[config.mk]
export PLATFORM = sky130hd
export DESIGN_NAME = sign_extend_flat
export DESIGN_NICKNAME = d
export VERILOG_FILES = /design/src/rtl/sign_extend_if.sv /design/src/rtl/sign_extend.sv /design/src/flat_wrapper.sv
export SDC_FILE = /design/constraint.sdc
export NUM_CORES = 1
export LEC_CHECK = 0
export ABC_AREA = 1
export BUFFER_PORTS_ARGS = -buffer_cell sky130_fd_sc_hd__clkbuf_2
export CAP_MARGIN = 20
export CORE_AREA = 2 2 39 41
export CTS_CLUSTER_DIAMETER = 40
export DETAILED_ROUTE_END_ITERATION = 12
export DIE_AREA = 0 0 41 43
export PLACE_DENSITY = 0.69
export REMOVE_ABC_BUFFERS = 1
export SYNTH_ARGS = -nofsm -noshare
export SYNTH_HDL_FRONTEND = slang
export SYNTH_SLANG_ARGS = --single-unit
[constraint.sdc]
create_clock -name clk -period 0.85 [get_ports clk]
set_input_delay 0.1275 -clock clk [delete_from_list [all_inputs] [get_ports clk]]
set_output_delay 0.1275 -clock clk [all_outputs]
set_load 0.05 [all_outputs]
[src/rtl/sign_extend_if.sv]
// Immediate-extender handshake bundle between decode and the extender.
// Decode is the master; the extender is the slave.
interface sign_extend_if #(
  parameter int IN_WIDTH  = 9,
  parameter int OUT_WIDTH = 16
);
  logic                 in_valid;
  logic                 zero_ext;
  logic [IN_WIDTH-1:0]  immed;
  logic [OUT_WIDTH-1:0] ext_immed;
  logic                 out_valid;

  modport master (
    output in_valid,
    output zero_ext,
    output immed,
    input  ext_immed,
    input  out_valid
  );

  modport slave (
    input  in_valid,
    input  zero_ext,
    input  immed,
    output ext_immed,
    output out_valid
  );
endinterface

[src/rtl/sign_extend.sv]
// Registered immediate extender: widens the decode immediate to the
// datapath width with sign or zero fill, one cycle of latency.
module sign_extend #(
  parameter int IN_WIDTH  = 9,
  parameter int OUT_WIDTH = 16
) (
  input  logic          clk,
  input  logic          rst,
  sign_extend_if.slave  bus
);

  logic [OUT_WIDTH-1:0] ext_w;
  logic [OUT_WIDTH-1:0] ext_immed_d;
  logic [OUT_WIDTH-1:0] ext_immed_q;
  logic                 out_valid_d;
  logic                 out_valid_q;

  generate
    if (OUT_WIDTH < IN_WIDTH) begin : g_bad
      $error("sign_extend: OUT_WIDTH must be >= IN_WIDTH");
      assign ext_w = '0;
    end else if (OUT_WIDTH == IN_WIDTH) begin : g_pass
      assign ext_w = bus.immed;
    end else begin : g_ext
      localparam int PAD = OUT_WIDTH - IN_WIDTH;
      logic fill;
      // Fill bit depends only on the immediate MSB and the mode select.
      assign fill  = bus.immed[IN_WIDTH-1] & ~bus.zero_ext;
      assign ext_w = {{PAD{fill}}, bus.immed};
    end
  endgenerate

  always_comb begin
    ext_immed_d = ext_immed_q;
    out_valid_d = 1'b0;
    if (bus.in_valid) begin
      ext_immed_d = ext_w;
      out_valid_d = 1'b1;
    end
  end

  always_ff @(posedge clk) begin
    if (rst) begin
      ext_immed_q <= '0;
      out_valid_q <= 1'b0;
    end else begin
      ext_immed_q <= ext_immed_d;
      out_valid_q <= out_valid_d;
    end
  end

  assign bus.ext_immed = ext_immed_q;
  assign bus.out_valid = out_valid_q;

endmodule

[src/flat_wrapper.sv]
// flat-port wrapper written by rule: the top's interface ports become plain ports
module sign_extend_flat 
#(
  parameter int IN_WIDTH  = 9,
  parameter int OUT_WIDTH = 16
)
  (clk, rst, bus_in_valid, bus_zero_ext, bus_immed, bus_ext_immed, bus_out_valid);
  sign_extend_if #(.IN_WIDTH(IN_WIDTH), .OUT_WIDTH(OUT_WIDTH)) bus_i ();
  input  logic clk;
  input  logic rst;
  input wire logic [$bits(bus_i.in_valid)-1:0] bus_in_valid;
  input wire logic [$bits(bus_i.zero_ext)-1:0] bus_zero_ext;
  input wire logic [$bits(bus_i.immed)-1:0] bus_immed;
  output wire logic [$bits(bus_i.ext_immed)-1:0] bus_ext_immed;
  output wire logic [$bits(bus_i.out_valid)-1:0] bus_out_valid;
  assign bus_i.in_valid = bus_in_valid;
  assign bus_i.zero_ext = bus_zero_ext;
  assign bus_i.immed = bus_immed;
  assign bus_ext_immed = bus_i.ext_immed;
  assign bus_out_valid = bus_i.out_valid;
  sign_extend #(.IN_WIDTH(IN_WIDTH), .OUT_WIDTH(OUT_WIDTH)) u_core (.clk(clk), .rst(rst), .bus(bus_i));
endmodule
==> impl_metrics.ini <==
[run_status]
run_status = complete, but fails checks
violations = setup timing

[cells_and_area]
insertedDiodeCount = 0
layout-area-overhead-vs-synth_pct = 74.3
final_nets = 98
drive_above_1_share_pct = 73.8
post-route-util_pct = 59.4

[critical_path]
cpPeakStageDelay_ns = 0.41
r2r_setup_slack_ns = 0.02
cp_num_buf_inv = 1
timing.reg2reg.worst_path_depth = 4
crit_chain = clkbuf_8
path_class = register to output port
cp.required_ns = 0.72
crit_path_top_delay_cell = sky130_fd_sc_hd__dfxtp_4
critical_path_peak_fanout = 8
critical_path.reg2reg.endpoint = u_core.bus.ext_immed[0]
crit-reg2reg-launch = u_core.bus.ext_immed[0]
endpoint_arrival_time_on_the_critical_path_ns = 0.87
worstSetupStartpointType = register
critical_path.endpoint_type = output port
crit_path_leading_delay_family = flip-flops

[logic_synthesis]
synthDominantCellAreaShare_pct = 46.7
synth_warnings = 0
syn_area_um2 = 472
synth.top_cells.by_area = sky130_fd_sc_hd__dfxtp_1 47%, sky130_fd_sc_hd__a21oi_2 19%, sky130_fd_sc_hd__nand2_1 15%
synth_seq_area_share_pct = 46.7
synth.most_common_cell = sky130_fd_sc_hd__nand2_1
yosys.cell_types.count = 9
synth-async-reset-ratio_pct = 0
synth-main-ff-cell = sky130_fd_sc_hd__dfxtp_1
per_instance_average_area_after_synthesis_um2 = 8.90
synthCells = 53
yosys_register_bits = 11
synth_enable_flop_cells = 0
synth_top_cells_by_count = 19 x sky130_fd_sc_hd__nand2_1, 11 x sky130_fd_sc_hd__dfxtp_1, 10 x sky130_fd_sc_hd__a21oi_2, 8 x sky130_fd_sc_hd__buf_4
synthDominantAreaCellType = sky130_fd_sc_hd__dfxtp_1

[detailed_routing]
drt_pre_antenna_iters = 3
drc_errors = 0
routed_wire_length_per_instance_um = 11.6
drt.antenna.violating_nets = 0
vias_per_cell = 4.40
drt-initial-drc-count = 4
routed_wl_mm = 1.16
via_count = 440

[floorplan]
pin_count = 30
chipHeight_um = 43
num_rows = 14
design.die.area_um2 = 1760
die-width_um = 41
coreArea_um2 = 1380
starting_density_of_the_core_pct = 34.1

[place]
port_buffers = 29
place_worst_setup_slack_ns = -0.0294
gp_congestion = 0.627
dp.final_hpwl_um = 688

[pwr]
power-per-cell-area_nw_per_um2 = 1560
part_of_the_total_power_dissipated_in_combinational_logic_pct = 28.7
pwr-share-clk_pct = 26.6
ir_worst_vdd_v = 0.000669
cell_internal_pwr_w = 0.000884
power.switching_fraction_pct = 31.1
switchingPower_w = 0.000400
leakage_nw = 0.373
p_seq_share_pct = 44.7

[clocking]
tritoncts_num_sinks = 11
ctsHoldBuffers = 0
clkSlewWorstSetupHoldPaths_ns = 0.07
tritoncts.num_buffers = 3
clockRootBuffer = sky130_fd_sc_hd__clkbuf_4
htreeDepth = 1
tritoncts = yes
cts-root-to-sink-buffers = 2
clk-insertion-delay-late_ns = 0.26

[global_routing]
grt_start_max_net_pins = 12
grt_pass1_wl_mm = 1.57
globalRoute.totalOverflow = 0
number_of_global_route_vias_before_repair = 411
grt_use_total_pct = 12.9
initial_antenna_violation_count = 0

[sta]
period_minus_slack_ns = 0.993
slew_headroom_pct = 77.3
rsz0062_at_grt = yes
total_setup_violations_reported_at_the_end_of_the_flow = 17
final.period_utilization_pct = 117
worst_slew_pin_slew_ns = 0.341
clock.fmax_mhz = 1010
hold_viol_final = 0
clock_skew_ns = 0
maxSlewViolCount = 0
setup_slack_ns = -0.143

[worst_hold_path]
origin_of_the_worst_min_delay_path = bus_zero_ext
hold_path.class = primary input to register
hold-path-cell-count = 4
hold-path-endpoint = u_core.bus.ext_immed[9]

[run]
maxCapViolations = 0
## cell families after synthesis
logic type | count (synthesis) | share of synthesized area [%]
and+or+nand+nor | 21 | 18.0
DFF | 11 | 46.7
buffers and inverters | 11 | 16.7
AOI/OAI and AO/OA | 10 | 18.6
## how the worst max path moves through the flow
stage | startpoint | endpoint | cells after the start
floorplan | u_core.bus.ext_immed[9] | u_core.bus.ext_immed[9] | 2
global placement | u_core.bus.ext_immed[9] | bus_ext_immed[10] | 1
detailed placement | u_core.bus.ext_immed[9] | bus_ext_immed[13] | 1
CTS | u_core.bus.ext_immed[9] | bus_ext_immed[13] | 1
global route | u_core.bus.ext_immed[9] | bus_ext_immed[15] | 1
finish | u_core.bus.ext_immed[9] | bus_ext_immed[12] | 1
## routing by layer
layer / global-route usage, % / vias to the layer above / share of wire, %
met5: 0 / - / 0
met1: 15.5 / 194 / 39
met4: 8.00 / 0 / 0
met3: 1.57 / 0 / 8.6
met2: 20.3 / 23 / 53
li1: - / 223 / -
## sequential cells by signal, indices dropped and copies added, names as in the netlist
signal	cells
u_core.bus.ext_immed	10
u_core.bus.out_valid	1
## area by class of cell
class / count / area (um2)
clock buffer: 4 / 26.3
fill: 133 / 562
inverter: 2 / 7.51
multi-input combinational: 31 / 173
sequential: 11 / 236
tap: 16 / 20.0
timing repair buffer: 36 / 359
## metrics by stage
step | setup TNS [ns] | power (W) | std cells | area [um2] | hold WS, ns
6_report | -1.23 | 0.00128 | 100 | 822 | 0.0985
5_1_grt | -1.73 | 0.00134 | 100 | 822 | 0.100
4_1_cts | -1.55 | 0.00126 | 95 | 772 | 0.0917
3_5_place_dp | -0.184 | 0.000846 | 90 | 573 | 0.378
3_3_place_gp | 0 | 0.000843 | 90 | 573 | 0.370
2_1_floorplan | -15.39 | 0.000753 | 44 | 400 | 0.190
## placed cells by master, fill, tap and decap left out, drive strengths merged
master / count
clkbuf: 23
nand2: 19
buf: 17
dfxtp: 11
a21oi: 10
inv: 2
nand3: 1
nor2: 1
## power groups by stage
stage	logic, W	registers, W	clock network [W]
finish	0.000369	0.000574	0.000341
floorplan	0.0000498	0.000703	0
CTS	0.000338	0.000566	0.000354
global placement	0.000275	0.000568	0
global route	0.000387	0.000577	0.000375
detailed placement	0.000276	0.000570	0
## timing repair
item / in CTS / in global routing
setup endpoints to repair: 17 / 17
setup buffers: 1 / 5
resized for setup: 46 / 10
Note: power is estimated with default switching activity, not from simulation.
